`src/rtl/rx_nibble_packer.sv`:
```
// Packs received nibbles into NIB_PER_WORD-wide words, buffers them in a small
// first-word-fall-through FIFO and flags dropped words and broken increment sequences.
module rx_nibble_packer #(
  parameter int NIB_PER_WORD = 4,
  parameter int FIFO_DEPTH   = 4
) (
  input  logic                          clk_b,
  input  logic                          rst_n,
  input  logic                          nib_valid,
  input  logic [3:0]                    nib_data,
  input  logic                          clr_flags,
  output logic                          word_valid,
  output logic [4*NIB_PER_WORD-1:0]     word_data,
  input  logic                          word_ready,
  output logic [$clog2(FIFO_DEPTH):0]   fifo_level,
  output logic                          overflow,
  output logic                          seq_err,
  output logic [7:0]                    err_cnt
);
  localparam int W    = 4 * NIB_PER_WORD;
  localparam int AW   = $clog2(FIFO_DEPTH);
  localparam int IW   = (NIB_PER_WORD > 1) ? $clog2(NIB_PER_WORD) : 1;
  localparam int LVLW = AW + 1;

  logic [IW-1:0]                r_idx;
  logic [W-1:0]                 r_asm;
  logic [FIFO_DEPTH-1:0][W-1:0] r_mem;
  logic [AW-1:0]                r_wr, r_rd;
  logic [LVLW-1:0]              r_level;
  logic                         r_ovf, r_serr, r_armed;
  logic [3:0]                   r_exp;
  logic [7:0]                   r_cnt;

  logic [W-1:0] w_word;
  logic         w_push, w_pop, w_full, w_wr, w_mis;

  // Completed word = assembly register with the arriving nibble merged in.
  always_comb begin
    w_word = r_asm;
    w_word[4*r_idx +: 4] = nib_data;
  end

  assign w_push = nib_valid && (r_idx == IW'(NIB_PER_WORD - 1));
  assign w_pop  = (r_level != '0) && word_ready;
  assign w_full = (r_level == LVLW'(FIFO_DEPTH));
  // A pop on a full FIFO frees the slot the push lands in.
  assign w_wr   = w_push && (!w_full || w_pop);
  assign w_mis  = nib_valid && r_armed && (nib_data != r_exp) && !clr_flags;

  always_ff @(posedge clk_b or negedge rst_n) begin
    if (!rst_n) begin
      r_idx <= '0;
      r_asm <= '0;
    end else if (nib_valid) begin
      r_asm <= w_word;
      r_idx <= w_push ? '0 : r_idx + 1'b1;
    end
  end

  always_ff @(posedge clk_b or negedge rst_n) begin
    if (!rst_n) begin
      r_mem   <= '0;
      r_wr    <= '0;
      r_rd    <= '0;
      r_level <= '0;
    end else begin
      if (w_wr) begin
        r_mem[r_wr] <= w_word;
        r_wr        <= r_wr + 1'b1;
      end
      if (w_pop) r_rd <= r_rd + 1'b1;
      case ({w_wr, w_pop})
        2'b10:   r_level <= r_level + 1'b1;
        2'b01:   r_level <= r_level - 1'b1;
        default: r_level <= r_level;
      endcase
    end
  end

  always_ff @(posedge clk_b or negedge rst_n) begin
    if (!rst_n) begin
      r_ovf   <= 1'b0;
      r_serr  <= 1'b0;
      r_cnt   <= '0;
      r_armed <= 1'b0;
      r_exp   <= '0;
    end else begin
      if (clr_flags) begin
        r_ovf  <= 1'b0;
        r_serr <= 1'b0;
        r_cnt  <= '0;
      end else begin
        if (w_push && w_full && !w_pop) r_ovf <= 1'b1;
        if (w_mis) begin
          r_serr <= 1'b1;
          if (r_cnt != 8'hFF) r_cnt <= r_cnt + 1'b1;
        end
      end
      // Clear disarms, but a same-cycle nibble re-arms as a first nibble.
      if (nib_valid) begin
        r_exp   <= nib_data + 4'd1;
        r_armed <= 1'b1;
      end else if (clr_flags) begin
        r_armed <= 1'b0;
      end
    end
  end

  assign word_valid = (r_level != '0);
  assign word_data  = r_mem[r_rd];
  assign fifo_level = r_level;
  assign overflow   = r_ovf;
  assign seq_err    = r_serr;
  assign err_cnt    = r_cnt;
endmodule

```
`config.mk`:
```
export PLATFORM = sky130hd
export DESIGN_NAME = rx_nibble_packer
export DESIGN_NICKNAME = d
export VERILOG_FILES = /design/src/rtl/rx_nibble_packer.sv
export SDC_FILE = /design/constraint.sdc
export NUM_CORES = 1
export LEC_CHECK = 0
export ABC_AREA = 1
export ABC_CLOCK_PERIOD_IN_PS = 2310
export CAP_MARGIN = 20
export CORE_ASPECT_RATIO = 0.75
export CORE_MARGIN = 4
export CORE_UTILIZATION = 52
export CTS_CLUSTER_SIZE = 28
export DETAILED_ROUTE_END_ITERATION = 12
export PLACE_DENSITY = 0.76
export SLEW_MARGIN = 10
export SYNTH_ARGS = -nofsm -noshare
export SYNTH_HDL_FRONTEND = slang
export SYNTH_SLANG_ARGS = --single-unit
```
`constraint.sdc`:
```
create_clock -name clk_b -period 2.31 [get_ports clk_b]
set_input_delay 0.462 -clock clk_b [delete_from_list [all_inputs] [get_ports clk_b]]
set_output_delay 0.462 -clock clk_b [all_outputs]
set_load 0.01 [all_outputs]
```
## After elaboration in Yosys (flattened, before gate mapping)

Index checks and enable logic that the tools add are counted.

| cells by class | value |
|---|---|
| reduce and logical (&&, ||, !) cells | 20 |
| shifts and indexed selects | 2 |
| bitwise logic cells | 0 |
| eq/ne operators | 6 |
| div/mod/pow operators | 0 |
| order comparisons | 3 |
| multipliers | 0 |
| multiplexer cells | 17 |
| $add $sub $neg | 8 |

Operators by type and width:

| cell | number |
|---|---|
| $bwmux 64 | 1 |
| $neg 4->34 | 1 |
| $shift 4x34->16 const A | 1 |
| $shiftx 4x34->16 | 1 |
| $bmux 16 s2 | 1 |
| $demux 16 s2 | 1 |
| $mux 16 | 2 |
| $mux 8 | 3 |
| $bwmux 16 | 1 |
| $reduce_bool 2->1 | 5 |
| $logic_and 1x1->1 | 9 |
| $add 8x1->8 const B | 1 |
| $ne 8x8->1 const B | 1 |
| $add 2x1->2 const B | 3 |
| $lt 2x3->1 const B | 2 |
| $mux 1 | 6 |
| $pmux 3 s2 | 1 |
| $add 4x1->4 const B | 1 |
| $eq 2x2->1 const B | 2 |
| $ne 4x4->1 | 1 |
| $add 3x1->3 const B | 1 |
| $eq 3x3->1 const B | 1 |
| $logic_not 1->1 | 3 |
| $reduce_bool 3->1 | 1 |
| other kinds (6) | 6 |

| storage, ports and cells | value |
|---|---|
| memory bits (writable) | 0 |
| register bits after elaboration | 104 |
| logic and storage cells | 70 |
| bits in latches | 0 |
| input bits | 9 |
| ROM bits | 0 |
| memories | 0 |
| output and inout bits | 30 |

## Longest topological paths before layout

Gate-level depths: netlist (run 1).

| logic depth | value |
|---|---|
| depth after elaboration | 6 |
| depth in mapped cells | 11 |
| depth with buffers taken out | 11 |

## Worst setup path after synthesis (run 1)

OpenSTA, ideal clock, no wires.

| path | value |
|---|---|
| path type | register to register |
| start point | register r_idx[0] |
| end point | register r_level[2] (netlist: fifo_level[2]) |
| setup slack | 503 ps |
| cell stages (with the launch flop) | 12 |
| library setup time | 63 ps |
| path buffers | 0 |
| required time | 2247 ps |
| clock period less this slack | 1807 ps |
| data arrival time | 1744 ps |
| cells stage by stage | dfrtp_1 -> ha_1 -> nand2_2 -> inv_4 -> nor2_2 -> inv_1 -> fa_1 -> inv_1 -> o21ai_0 -> nand3_1 -> nand2_1 -> inv_1 |

| between the ends | value |
|---|---|
| word-level cells in the longest chain between the ends | 5 |
| elaborated cells between the ends (all ways) | 7 |
| classes of those cells | 3 x eq/ne; 1 x mux; 3 x reduce/logical |

RTL lines:

| what | line | source |
|---|---|---|
| start, declared | 25 | `logic [IW-1:0] r_idx;` |
| start signal, assigned | 56 | `r_idx <= w_push ? '0 : r_idx + 1'b1;` |
| $eq 2x2->1 * | 43 | `assign w_push = nib_valid && (r_idx == IW'(NIB_PER_WORD - 1));` |
| $logic_and 1x1->1 * | 43 |  |
| $logic_and 1x1->1 * | 47 | `assign w_wr = w_push && (!w_full \|\| w_pop);` |
| $eq 2x1->1 or $eq 2x2->1 (tied branches) | 72 | `case ({w_wr, w_pop})` |
| $pmux 3 s2 or $reduce_bool 2->1 (tied branches) | - |  |
| end signal, assigned | 73 | `2'b10: r_level <= r_level + 1'b1;` |
| end signal, assigned | 74 | `2'b01: r_level <= r_level - 1'b1;` |
| end signal, assigned | 75 | `default: r_level <= r_level;` |
| end, declared | 29 | `logic [LVLW-1:0] r_level;` |

Mark *: on every way between the ends. The rest lies on a longest branch, timed or not.
A chain may end at the register's enable or synchronous reset.

## Worst setup path after layout (run 1)

| path | value |
|---|---|
| start point | register r_rd[0] |
| end point | output port word_data[8] |

| between the ends | value |
|---|---|
| word-level cells in the longest chain between the ends | 2 |

RTL lines:

| what | line | source |
|---|---|---|
| start, declared | 28 | `logic [AW-1:0] r_wr, r_rd;` |
| start signal, assigned | 71 | `if (w_pop) r_rd <= r_rd + 1'b1;` |
| $bmux 16 s2 | 110 | `assign word_data = r_mem[r_rd];` |
| $mux 16 (not written as such) | 110 |  |
| end, declared | 13 | `output logic [4*NIB_PER_WORD-1:0] word_data,` |

Every way passes these cells. The select of a mux whose other input is x is not followed.

==> reports/results.txt, run 1 <==
The flow ran to the end, and the final reports show no timing, DRC or antenna violations. The count of nets after finishing is 710, and the I/O pin count is 39. Hold repair after CTS inserted 0 buffers. The placer's final routability congestion estimate is 0.884, and the met3 layer wire length in the routed design is 1.19 mm. The post-CTS setup buffer count is 0, and the fraction of final layout cells with drive strength greater than 1 is 0.0749.

Setup total negative slack on the finished layout was measured at 0 ns. In this run the top signal layer used is met4. The number of global-route vias before repair is 4215, and the number of input and output port buffers inserted is 38. The filler cells instantiated in the layout total 828. TritonCTS built the clock tree. In this run the worst hold path is classified as in -> async.

The TritonCTS buffer count came out at 9. After clock tree synthesis, the clock-pin slew on the worst setup and hold paths is 0.07 ns. The worst max-slew margin expressed relative to the limit is 0.499, and the final HPWL from detailed placement is 8.58 mm. In the synthesized netlist the dominant register cell turns out to be dfrtp_1. Power per cell area: 1240 nW/um2. The number of enable-type register cells in the synthesized netlist is 0.

Counting along the longest clock path gives a buffer depth of 2. The utilization after layout is 0.629. In this run the critical register-to-register path is launched from r_idx[0]. The critical path crosses 5 cells after its start point. The area of the mapped netlist is 5210 um2, and the setup slack on the worst flop-to-flop path is 0.33 ns. The number of hold-slack violations in the final timing report is 0.

Kind of cell adding the most delay to the critical path: buffers and inverters. The initial core utilization was 0.535. The clock share of power was 0.204. At the placement stage, the worst setup path has a slack of 0.181 ns. Counting every sink on the clock net gives 104.

Setup violations remaining at the end of the flow were counted as 0. The post-synthesis register bit count works out to 104. Leaving out filler cells and counting taps, the final layout contains 826.

The cell count after synthesis came out at 649. In this run the power spent charging and discharging nets is 2.99 mW. Entering global routing, the biggest net connects 42 pins.

Counting cells, the worst reg-to-reg path comes to 7. The post-synthesis to final-layout area growth is 17.5%. The logs give 0.430 for the proportion of power drawn by combinational gates and 32 for the number of different library cells in the post-synthesis netlist. The die area came out at 11700 um2. The run gives 0.00637 ns as the clock tree skew after final layout. Class of the most critical setup path: reg -> out.

Clock tree synthesis selected as its root buffer the cell clkbuf_16. The run gives 0.230 as the overall track demand over capacity in global routing. The tools report the worst-skew pair later-pin latency as 0.35 ns. In the synthesized netlist, the cells that appear most often are 196 x nand2_1, 109 x o21ai_0, 104 x dfrtp_1. Horizontal die dimension: 124 um.

In the final routing, the length of wire on met1 measures 5.61 mm. The final cycle utilization of the critical path works out to 0.915. Counting every net in the synthesized netlist gives 670. STA classifies the critical path endpoint as an output port. The critical path goes through inv_1 > buf_12 > nor2_1 > o22ai_1 > dlygate4sd2_1. The worst setup path is launched from a flip-flop. The clock period could shrink to 2.11 ns. For this run, the number of Yosys warnings is 0. For the worst setup path, the data arrival time is 1.65 ns. IR analysis of the VDD net gives a maximum drop of 0.588 mV. The logs give 31 for the row count and 12.8 mm for the total detailed-routing wirelength. The number of antenna violations at the first check in global routing came out at 0.

For this run, the slowest stage of the critical path takes 0.41 ns. The switching power share of the total works out to 0.394. Portion of total power attributed to sequential cells: 0.367. The synthesized design spends more area on one cell type than any other, namely dfrtp_1. The number of placed cells counting well taps came out at 810. The critical path buffer and inverter count came out at 3. A synthesized cell averages 8.03 um2. The core area was 9740 um2. In this run the worst path has a maximum fanout of 26.

The critical path starts at r_rd[0]. In the post-route analysis, the smallest setup slack over all paths is 0.196 ns. The logs give 0 for the max-cap check violation count and 5.86 mm for the detailed-routed wire length on met2. In the routed design, unresolved DRC markers number 0.

Using the TritonRoute via totals, the vias-per-cell ratio works out to 5.59. Fraction of post-synthesis cell area in the top cell type by area: 0.499. The first detailed-routing pass ran for 5 iterations. The vertical die dimension came out at 94.7 um. After detailed routing, the average wire length per cell comes to 15.4 um. The H-tree was split into 3 levels. The cell with the largest stage delay on the worst path was dfrtp_1.

The run gives 0 as the total count of max-transition violations in the final report. The number of DRC violations after detailed-routing iteration 0 was 409; the internal power consumption was 4.59 mW. Setup repair after global routing left no endpoint under its margin. The number of antenna diodes was 0; the share of synthesized flip-flops with an asynchronous set or reset was 1.00. Timing-limited maximum frequency: 0.473 GHz.

The sum of overflow across all layers after global routing came out at 0. After synthesis, the cell types taking the most area are dfrtp_1 50%, nand2_1 14%, o21ai_0 10%, nor2_1 4.0%, o22ai_1 4.0%. Summing over every cut layer, the via total after detailed routing is 4614. For the pin with the worst max-slew slack, the measured transition is 0.751 ns.

Most repeated cell in the gate-level netlist after synthesis: nand2_1. The required time of the critical path came out at 1.85 ns. Sequential area share after synthesis: 0.499.

The static power due to leakage was 3.20 nW. For the post-route antenna net violation count, the log shows 0. The first global-routing pass estimated 21.1 mm of wire.
## layout by cell type, fill, tap and decap left out, drive strengths merged, types with 13 or more instances in the layout
cell,n
dfrtp,104
o21ai,120
buf,21
inv,49
nand3,23
nand2,199
clkbuf,13
o22ai,33
nor2,63
clkdlybuf4s50,21
## worst paths after layout
kind | end
min | r_mem[58]
max reg2reg | r_mem[61]
max | word_data[8]
min reg2reg | r_armed
max in group asynchronous | r_asm[8]
min in group clk_b | r_armed
## registers in the layout (all words and copies together) (netlist names)
register and flops:
err_cnt 8, fifo_level 3, overflow 1, r_armed 1, r_asm 16, r_exp 4
r_idx 2, r_mem 64, r_rd 2, r_wr 2, seq_err 1
## power groups by stage
stage                     clock network (mW)  registers [mW]  logic [mW]
after floorplan                            0            2.72        1.99
after global placement                     0            2.76        3.22
after detailed placement                   0            2.79        3.31
after CTS                               1.56            2.77        3.27
after global routing                    1.64            2.83        3.64
final                                   1.54            2.78        3.25
## routing by layer
metal,vias up,global-route usage
met5,-,0
met3,9,0.0557
met4,0,0.0654
met1,2207,0.345
met2,204,0.329
li1,2194,-
## worst reg2reg max path: stages, from the launching register on
cell	delay, ns
dfrtp_1	0.44
ha_1	0.33
nand2_2	0.13
inv_4	0.13
nand2_8	0.17
buf_4	0.31
o21ai_0	0.27
nand2_1	0.10
## kinds of logic after synthesis
family,after synthesis,synth area share
AOI/OAI and AO/OA,158,0.160
buffers and inverters,79,0.0641
xor gates and xnor gates,7,0.0118
adders and majority gates,12,0.0302
and+or+nand+nor,289,0.235
DFF,104,0.499
## timing repair
| action | in CTS | in global routing |
|---|---|---|
| resized for setup | 6 | 12 |
| setup endpoints to repair | 14 | 11 |
| endpoints found under the hold margin | 0 | 0 |
| pin swaps | 0 | 0 |
## through the flow
step                      power, mW  cell area, um2  hold WS, ns
after floorplan                4.71            5210        0.166
after global placement         5.98            5800        0.438
after detailed placement       6.10            5800        0.435
after CTS                      7.60            6090       0.0690
after global routing           8.12            6120       0.0811
final                          7.57            6120       0.0555
## cell type report
class / instances / area, um2 / share of cell area
Inverter: 50 / 190 / 0.0311
Clock buffer: 13 / 260 / 0.0425
Timing Repair Buffer: 58 / 591 / 0.0964
Multi-Input combinational cell: 466 / 2280 / 0.372
Clock inverter: 3 / 40.0 / 0.00654
Sequential cell: 104 / 2600 / 0.425
Tap cell: 132 / 165 / 0.0270
(Power assumes the default switching activity.)
==> run 2, diff against run 1 <==
--- a/config.mk
+++ b/config.mk
@@ -9,7 +9,7 @@
 export ABC_CLOCK_PERIOD_IN_PS = 2310
 export CAP_MARGIN = 20
 export CORE_ASPECT_RATIO = 0.75
-export CORE_MARGIN = 4
+export CORE_MARGIN = 2
 export CORE_UTILIZATION = 52
 export CTS_CLUSTER_SIZE = 28
 export DETAILED_ROUTE_END_ITERATION = 12
==> reports/results.txt, run 2 (synthesized netlist as in run 1, its figures left out) <==
The most frequent standard cell in the layout excluding fill and tap cells was nand2_1. Setup repair after global routing could not meet its margin everywhere. The shortest period the worst path allows came out at 2.29 ns (+0.175 ns). The utilization after layout is 0.628 (-0.000968), and the met3 routing resource usage after global routing is 0.0530 (-0.00266).

The tools report the internal power consumption as 4.56 mW (-0.65%). The initial core utilization is 0.538 (+0.00214), and the ratio of routed vias to standard cells is 5.51 (-1.4%). The number of detailed-route iterations in the first pass was 5 (unchanged). For the core area, the log shows 9700 um2 (-0.40%).

The tools report the setup slack on the worst flop-to-flop path as 0.26 ns (-0.07 ns). The total cell area at the placement stage was 5760 um2 (-0.60%); the flip-flop count of the largest register, all copies and words added was 64 (unchanged). The logs give 0 (unchanged) for the post-route antenna net violation count and 104 (unchanged) for the count of clock tree sinks. Placer's final routability congestion estimate: 0.854 (-3.3%). TritonCTS built the clock tree. The switching power came out at 2.96 mW (-0.72%). The signal on the critical path passes through inv_1 > buf_8 > o21ai_0 > o22ai_1 > clkdlybuf4s50_1. Post-route worst hold slack: 0.0990 ns (+0.0436 ns).

The cell with the largest stage delay on the worst path is clkdlybuf4s50_1. Worst-skew pair later-pin latency: 0.35 ns (about the same). The I/O pin count came out at 39 (unchanged).

In the layout the commonest cells are 196 x nand2_1, 109 x o21ai_0, 104 x dfrtp_1, 55 x nor2_1, 47 x inv_1. The worst max-slew margin expressed relative to the limit came out at 0.539 (+0.0405). Kind of cell adding the most delay to the critical path: buffers and inverters. For the total count of max-transition violations in the final report, the log shows 0 (unchanged). The slew at the pin with the worst max-slew slack works out to 0.684 ns (-0.0671 ns).

The run gives 3.15 nW (-1.3%) as the static power due to leakage. The worst reg2reg path endpoint is r_mem[44]. The final HPWL from detailed placement was 8.61 mm (+0.31%). The switching power share of the total was 0.394 (about the same); the number of hold-slack violations in the final timing report was 0 (unchanged). Die area: 10800 um2 (-7.3%). Busiest metal layer after global routing: met2. Counting flops per register, the top entry is r_mem. The cell depth of the worst flop-to-flop path came out at 7 (unchanged). The portion of total power attributed to sequential cells is 0.369 (+0.002). The run gives 2 (unchanged) as the number of buffers between clock root and the deepest sink. The tools report the met1 track demand over resource in global routing as 0.352 (+0.00628). The number of antenna violations at the first check in global routing is 0 (unchanged). The final cell count without fillers was 823 (-0.36%).

Row count: 31 (unchanged). For the total detailed-routing wirelength, the log shows 12.8 mm (+0.39%). TritonCTS buffer count: 9 (unchanged). The classification of the worst-slack hold path is in -> async.

The maximum fanout along the worst path is 19 (-27%), and the critical path buffer and inverter count is 3 (unchanged). The clock edge transition at the registers on the reported setup and hold paths came out at 0.07 ns (about the same). The detailed-route wire length per cell was 15.6 um (+0.76%); the count of nets after finishing was 707 (-0.42%).

Cell at the root of the clock tree: clkbuf_16. Biggest cell delay along the critical path: 0.56 ns (+0.15 ns). The required time of the critical path is 1.85 ns (about the same), and the proportion of power drawn by combinational gates is 0.426 (-0.004). Kind of end point of the critical path: an output port. Timing-limited maximum frequency: 0.437 GHz (-7.7%).

The vertical die dimension came out at 90.7 um (-4.2%). The critical path is of the reg -> out type. The remaining design rule violation count came out at 0 (unchanged). The power per cell area was 1230 nW/um2 (-0.13%).

The run gives 0.437 mV (-26%) as the maximum resistive drop on vdd. The first-pass GRT wire length was 22.2 mm (+5.4%). The logs give 0 (unchanged) for the post-CTS setup buffer count and 45 (+7.1%) for the maximum number of pins on one net before global-route repair. The run gives 0.254 (+0.0248) as the overall track demand over capacity in global routing. The horizontal die dimension was 120 um (-3.2%). The data arrival at the endpoint of the critical path is 1.83 ns (+0.18 ns), and the number of global-route vias before repair is 4533 (+7.5%). The clock tree skew after final layout came out at 0.00386 ns (-0.00251 ns). Max-cap check violation count: 0 (unchanged). The category of the worst setup path launch point is a flip-flop. The number of setup violations in the final report was 0 (unchanged); the clock share of power was 0.205 (about the same). For the number of antenna diodes, the log shows 0 (unchanged). The global-route met2 utilization was 0.409 (+0.0802); the fraction of final layout cells with drive strength greater than 1 was 0.0695 (-0.00546). The run gives 807 (-0.37%) as the number of placed cells counting well taps. The number of levels in the clock H-tree was 3 (unchanged). From synthesis to final layout, the design area changed by 16.9%.

The run gives 364 (-11%) as the number of DRC violations after detailed-routing iteration 0. The number of input and output port buffers inserted is 38 (unchanged). The run gives 4534 (-1.7%) as the count of vias placed by the detailed router. The launch point of the worst reg-to-reg path is r_idx[0].

Sum of overflow across all layers after global routing: 0 (unchanged). Final cell area excluding filler cells: 6090 um2 (-0.55%). The final cycle utilization of the critical path works out to 0.991 (+0.0759).

The flow ran to the end, and the final reports show no timing, DRC or antenna violations.
-- run 2: cell count changes in the layout (fill, tap and decap cells not counted), sizes merged --
cell           before  now
buf                21   18
dlymetal6s2s       11    9
clkdlybuf4s50      21   22
dlygate4sd2         5    6
-- run 2: worst max-delay path by stage --
stage | start | to | slack [ns] | depth (start not counted)
final | r_rd[0] | word_data[6] | 0.02 | 5
after global routing | r_rd[0] | word_data[6] | -0.04 | 4
after CTS | r_rd[0] | word_data[9] | -0.01 | 5
after detailed placement | nib_data[2] | err_cnt[4] | 0.16 | 10
after global placement | nib_data[1] | err_cnt[5] | 0.22 | 10
after floorplan | r_idx[0] | fifo_level[2] | 0.50 | 11
-- run 2: timing repair --
action | CTS | global route
hold buffers | 0 | 0
pin swaps | 0 | 0
endpoints found under the setup margin | 9 | 9
resized for setup | 8 | 10
-- run 2: cell type report --
type                            count  area, um2
Fill cell                         855       3610
Sequential cell                   104       2600
Multi-Input combinational cell    466       2280
Timing Repair Buffer               55        557
Clock buffer                       13        260
Inverter                           50        190
Tap cell                          132        165
Clock inverter                      3       40.0
-- run 2: metal layers --
layer	part of all wire	vias up	wire, um
met5	0	-	0
met4	0.0069	0	88
met3	0.067	9	862
met2	0.48	153	6150
met1	0.45	2186	5710
li1	-	2186	-
-- run 2: power groups by stage --
stage          clock network, mW  logic [mW]  registers [mW]
2_1_floorplan                  0        1.99            2.72
3_3_place_gp                   0        3.17            2.76
3_5_place_dp                   0        3.25            2.79
4_1_cts                     1.56        3.22            2.77
5_1_grt                     1.64        3.61            2.85
6_report                    1.54        3.20            2.77
-- run 2: per-stage QoR --
| stage | setup TNS (ns) | power [mW] | setup WS, ns |
|---|---|---|---|
| after CTS | -0.0169 | 7.56 | -0.00977 |
| final | 0 | 7.52 | 0.0210 |
| after global routing | -0.0395 | 8.10 | -0.0395 |
| after floorplan | 0 | 4.71 | 0.503 |
| after detailed placement | 0 | 6.04 | 0.164 |
| after global placement | 0 | 5.93 | 0.220 |
==> run 3, diff against run 2 <==
==> constraint.sdc (replaced) <==
create_clock -name clk_b -period 2.31 [get_ports clk_b]
set_input_delay 0.462 -clock clk_b [delete_from_list [all_inputs] [get_ports clk_b]]
set_output_delay 0.462 -clock clk_b [all_outputs]
set_load 0.05 [all_outputs]
==> reports/results.txt, run 3 (synthesized netlist as in run 1, its figures left out) <==
The logs give 4.52 mW (-0.82%) for the internal power consumption and 0.35 ns (about the same) for the worst-skew pair later-pin latency. The max-cap check violation count is 0 (unchanged), and the TritonCTS buffer count is 9 (unchanged). The initial core utilization came out at 0.538 (unchanged).

The run gives 0.254 (-0.000681) as the overall track demand over capacity in global routing. The count of vias placed by the detailed router was 4621 (+1.9%). The data arrival at the endpoint of the critical path is 1.80 ns (-0.03 ns). The tools report the required time of the critical path as 1.85 ns (about the same). The cell depth of the worst flop-to-flop path is 7 (unchanged), and the worst max-slew margin expressed relative to the limit is 0.560 (+0.0204). The number of buffers between clock root and the deepest sink is 2 (unchanged). STA classifies the critical path endpoint as an output port. The tools report the setup slack on the worst flop-to-flop path as 0.24 ns (-0.02 ns). For the setup slack at placement, the log shows 0.169 ns (+0.00571 ns). The run gives 0.00462 ns (+0.000760 ns) as the clock tree skew after final layout. For the number of hold-slack violations in the final timing report, the log shows 0 (unchanged).

The tools report the count of nets after finishing as 710 (+0.42%). Ranked by flip-flop count, first place goes to r_mem. The first-pass GRT wire length was 22.1 mm (-0.41%); the slew at the pin with the worst max-slew slack was 0.660 ns (-0.0241 ns). The tools report the maximum number of pins on one net before global-route repair as 40 (-11%).

For the number of resized instances in the post-cts repair step, the log shows 0 (-8). TritonCTS built the clock tree. The launch point of the worst reg-to-reg path was r_idx[0]. The placer's final routability congestion estimate was 0.870 (+1.8%); the proportion of power drawn by combinational gates was 0.482 (+0.056). Number of levels in the clock H-tree: 3 (unchanged). The die area was 10800 um2 (unchanged).

The clock edge transition at the registers on the reported setup and hold paths is 0.07 ns (about the same). The class of the most critical setup path is reg -> out. The clock share of power came out at 0.180 (-0.025). Core area: 9700 um2 (unchanged). The static power due to leakage was 3.03 nW (-3.8%). Flip-flop count of the largest register, all copies and words added: 64 (unchanged). The count of clock tree sinks came out at 104 (unchanged). The total cell area at the placement stage was 5750 um2 (-0.26%). The maximum fanout along the worst path was 17 (-2); the number of detailed-route iterations in the first pass was 6 (+1). In the layout the commonest cells are 196 x nand2_1, 108 x o21ai_0, 102 x dfrtp_1, 55 x nor2_1, 46 x inv_1.

For the final setup TNS, the log shows 0 ns (unchanged). The vertical die dimension is 90.7 um (unchanged). The switching power share of the total was 0.456 (+0.0619). Worst reg2reg path endpoint: r_mem[44]. The run gives 12.9 mm (+0.68%) as the total detailed-routing wirelength.

The switching power was 3.79 mW (+28%); the number of antenna violations at the first check in global routing was 0 (unchanged). The run gives 810 (+0.37%) as the number of placed cells counting well taps. The category of the worst setup path launch point is a flip-flop. The number of setup violations in the final report is 0 (unchanged), and the number of antenna diodes is 0 (unchanged). The tools report the number of filler cells placed in the layout as 841 (-1.6%). The remaining design rule violation count is 0 (unchanged), and the post-synthesis to final-layout area growth is 16.1%. Total power: 8.31 mW (+10%). The final cell count without fillers was 825 (+0.24%).

The run gives 0.442 GHz (+1.2%) as the timing-limited maximum frequency. The total count of max-transition violations in the final report is 0 (unchanged), and the number of input and output port buffers inserted is 38 (unchanged). The sum of overflow across all layers after global routing was 0 (unchanged); the row count was 31 (unchanged).

The number of global-route vias before repair was 4539 (+0.13%); the portion of total power attributed to sequential cells was 0.338 (-0.031). The I/O pin count is 39 (unchanged). The fraction of final layout cells with drive strength greater than 1 was 0.102 (+0.0330); the detailed-route wire length per cell was 15.6 um (+0.44%). The most frequent standard cell in the layout excluding fill and tap cells was nand2_1. The post-route antenna net violation count is 0 (unchanged), and the smallest setup slack after layout is 0.0492 ns (+0.0282 ns). The tools report the post-CTS setup buffer count as 0 (unchanged). The shortest period the worst path allows works out to 2.26 ns (-0.0282 ns). Number of DRC violations after detailed-routing iteration 0: 496 (+36%). Cell at the root of the clock tree: clkbuf_16. The horizontal die dimension came out at 120 um (unchanged). The logs give 0.422 mV (-3.4%) for the maximum resistive drop on vdd and 6050 um2 (-0.68%) for the final cell area excluding filler cells.

The total of hold buffers inserted after clock tree synthesis is 0 (unchanged), and the final cycle utilization of the critical path is 0.979 (-0.0122). The power per cell area was 1370 nW/um2 (+11%). The ratio of routed vias to standard cells is 5.60 (+1.7%). The tightest min-delay check is of the in -> async type. The run finished with clean final reports.

The final HPWL from detailed placement came out at 8.57 mm (-0.40%).
run 3: worst max path at each step:
| stage | from | endpoint | depth (start not counted) |
|---|---|---|---|
| after floorplan | fifo_level[0] | fifo_level[2] | 11 |
| after global routing | r_rd[0] | word_data[3] | 4 |
| after global placement | nib_data[1] | err_cnt[5] | 10 |
| after detailed placement | nib_data[1] | err_cnt[6] | 10 |
| final | r_rd[0] | word_data[3] | 5 |
| after CTS | r_rd[0] | word_data[4] | 4 |
run 3: critical path: stages (launching register included):
cell	delay [ns]
dfrtp_1	0.46
inv_1	0.12
buf_4	0.22
o21ai_0	0.12
o22ai_1	0.26
buf_4	0.26
run 3: per-stage QoR:
| step | utilization | hold WS, ns |
|---|---|---|
| after floorplan | - | 0.166 |
| after global placement | 0.593 | 0.456 |
| after detailed placement | 0.593 | 0.459 |
| after CTS | 0.623 | 0.101 |
| after global routing | 0.624 | 0.122 |
| final | 0.624 | 0.0771 |
run 3: routing by layer:
metal	share of wire	global-route usage	vias to the layer above	routed length, um
li1	-	-	2193	-
met1	0.44	0.343	2225	5740
met2	0.47	0.410	179	6030
met3	0.073	0.0625	24	944
met4	0.014	0.0706	0	181
met5	0	0	-	0
run 3: final cells by class:
type                       instances  area [um2]  area share
clock inverter                     2        12.5     0.00207
tap                              132         165      0.0273
sequential                       104        2610       0.431
timing repair buffer              58         517      0.0854
multi-input combinational        466        2280       0.376
clock buffer                      13         280      0.0463
inverter                          50         194      0.0321
run 3: power by group through the flow:
stage                     combinational, mW  sequential (mW)  clock (mW)
after detailed placement               3.96             2.82           0
after global routing                   4.37             2.88        1.58
final                                  4.01             2.81        1.49
after CTS                              3.97             2.79        1.51
after floorplan                        2.67             2.84           0
after global placement                 3.89             2.79           0
==> RTL edit: new RTL, config.mk and constraints of run 2 <==
Change the parameter `FIFO_DEPTH` from 4 to 8.
--- a/src/rtl/rx_nibble_packer.sv
+++ b/src/rtl/rx_nibble_packer.sv
@@ -2,7 +2,7 @@
 // first-word-fall-through FIFO and flags dropped words and broken increment sequences.
 module rx_nibble_packer #(
   parameter int NIB_PER_WORD = 4,
-  parameter int FIFO_DEPTH   = 4
+  parameter int FIFO_DEPTH   = 8
 ) (
   input  logic                          clk_b,
   input  logic                          rst_n,
Interface: changed (resized fifo_level); port bits go from 39 to 40. No check against the original RTL was run, so the function may have changed too.
==> RTL edit against run 2 <==
The run now ends with negative setup slack left. First-iteration DRC count up 99%. Sequential cell count grew 67. Worst setup slack lost 0.028 ns. Global-route usage shrank 0.34 points. Register-to-register slack worse by 0.13 ns. Area after synthesis grew 64%. Clock power up 96%. Final area increased by 68%. Synthesized cell count grew 42%. Wire length is 65% higher. Sequential power increased by 49%. Combinational power increased by 60%. Power is 63% higher. Sequential share of layout area shrank 0.90 points. Largest cell class unchanged. Largest power group unchanged.
==> RTL edit: results (changes against run 2) <==
Result of the run: finished with violations (was complete, no violations). The checks that failed: negative setup slack. The number of CTS-inserted buffers is 17 (was 9). The final worst clock skew is 0.00768 ns (was 0.00386 ns). The sequential element share of the synthesized area is 0.502 (was 0.499). The final setup slack of the worst path came out at -0.00720 ns (was 0.0210 ns).

The fraction of final layout cells sized beyond drive strength 1 came out at 0.239 (was 0.0695). The headroom to the max-slew limit is 0.486 (was 0.539). The internal reg-to-reg setup slack is 0.13 ns (was 0.26 ns). The slowest cell on the critical path is dfrtp_2 (was clkdlybuf4s50_1).

The worst-case reg-to-reg path depth was 8 (was 7). The post-synth net total came to 945 (was 670). The total setup violations reported at the end of the flow came out at 1 (was 0). The wire length after detailed routing is 21,200 um (was 12,800 um). The number of H-tree levels is 4 (was 3).

The final weighted congestion in routability-driven placement is 0.832 (was 0.854). The global-route usage over all layers was 0.251 (was 0.254). The count of buffers inserted at the top-level ports is 39 (was 38). The average vias per placed instance is 5.57 (was 5.51).

The total of fill cells in the finished design is 1,259 (was 855). The highest cell delay on the worst timing path came out at 0.44 ns (was 0.56 ns). The critical path arrival came to 1.86 ns (was 1.83 ns). The maximum fanout along the worst path is 9 (was 19).

The iteration-0 DRC count of the detailed router is 723 (was 364). The number of global-route vias before repair came to 6,472 (was 4,533). The maximum number of pins on one net before global-route repair is 85 (was 45). Top cells by area, synth: dfrtp_1 50%, nand2_1 11%, o21ai_2 7.9% (was dfrtp_1 50%, nand2_1 14%, o21ai_0 10%). The number of flip-flops in the largest register is 128 (was 64). The placed standard-cell area came out at 9210 sq um (was 5760 sq um).

The endpoint of the worst setup timing path was word_data[4] (was word_data[6]). The critical register-to-register path endpoint is r_mem[66] (was r_mem[44]). The count of cell types in the netlist came out at 35 (was 32).

The first-pass GRT wire length came out at 34,300 um (was 22,200 um).
==> RTL edit: cell count changes in the layout (fill, tap and decap cells not counted), sizes merged, moves of 10 or more <==
cell and delta:
buf +48, mux2i +32, a21oi +12, o21ai +63
nand2 +73, dfrtp +67, clkbuf +10
==> RTL edit: worst register-to-register path: cells and delay by family, from the launching register on <==
kind	cells	cell delay, ns
flip-flops	1	0.39
adder cells (fa/ha/maj)	1	0.25
buffers and inverters	4	0.66
AND/OR/NAND/NOR	1	0.18
AO/OA/AOI/OAI	2	0.62
==> RTL edit: worst min-delay path by stage <==
stage	slack, ns	cells after the start	to
floorplan	0.17	0	err_cnt[0]
global placement	0.33	1	r_mem[0]
detailed placement	0.33	1	r_mem[0]
CTS	0.45	2	r_mem[64]
global route	0.47	2	r_mem[80]
finish	0.45	2	r_mem[64]
==> RTL edit: what timing repair did <==
item | CTS | global route
gates cloned | 4 | 3
resized for setup | 91 | 47
hold buffers | 1 | 0
pin swaps | 3 | 12
setup endpoints to repair | 16 | 14
endpoints found under the hold margin | 20 | 0
setup buffers | 7 | 4
==> RTL edit: area by class of cell <==
cell class,instances,area [sq um],share of cell area
well taps,210,263,0.0257
clock inverters,12,171,0.0167
multi-input cells,659,3790,0.370
inverters,44,180,0.0176
flip-flops and latches,171,4280,0.418
clock buffers,20,447,0.0436
repair buffers,93,1100,0.108
==> RTL edit: layer usage <==
metal | vias to the layer above | track usage | wire length, um
met1 | 3257 | 0.357 | 9760
met5 | - | 0 | 0
li1 | 3222 | - | -
met2 | 218 | 0.396 | 9740
met4 | 0 | 0.0692 | 433
met3 | 37 | 0.0539 | 1240
==> RTL edit: metrics by stage <==
stage	hold WS (ns)	setup slack, ns	power [W]	instances
3_3_place_gp	0.329	-0.192	0.00824	1158
3_5_place_dp	0.330	-0.208	0.00835	1158
5_1_grt	0.471	-0.0964	0.0130	1209
2_1_floorplan	0.166	0.0937	0.00687	924
4_1_cts	0.449	0.00508	0.0118	1202
6_report	0.449	-0.00720	0.0123	1209
==> RTL edit: report_power, final <==
part / leakage (nW) / switching [W] / internal [W]
registers: 2.33 / 0.000483 / 0.00366
clock network: 0.307 / 0.00119 / 0.00183
logic: 2.15 / 0.00294 / 0.00217
==> RTL edit: kinds of logic (layout without fill, tap and decap cells) <==
| logic type | Yosys count | after routing | share of synthesized area |
|---|---|---|---|
| and+or+nand+nor | 367 | 367 | 0.182 |
| buffers and inverters | 94 | 169 | 0.0650 |
| adders and majority gates | 12 | 12 | 0.0176 |
| DFF | 171 | 171 | 0.502 |
| xor gates and xnor gates | 9 | 9 | 0.00924 |
| muxes | 32 | 32 | 0.0376 |
| AOI/OAI and AO/OA | 239 | 239 | 0.187 |
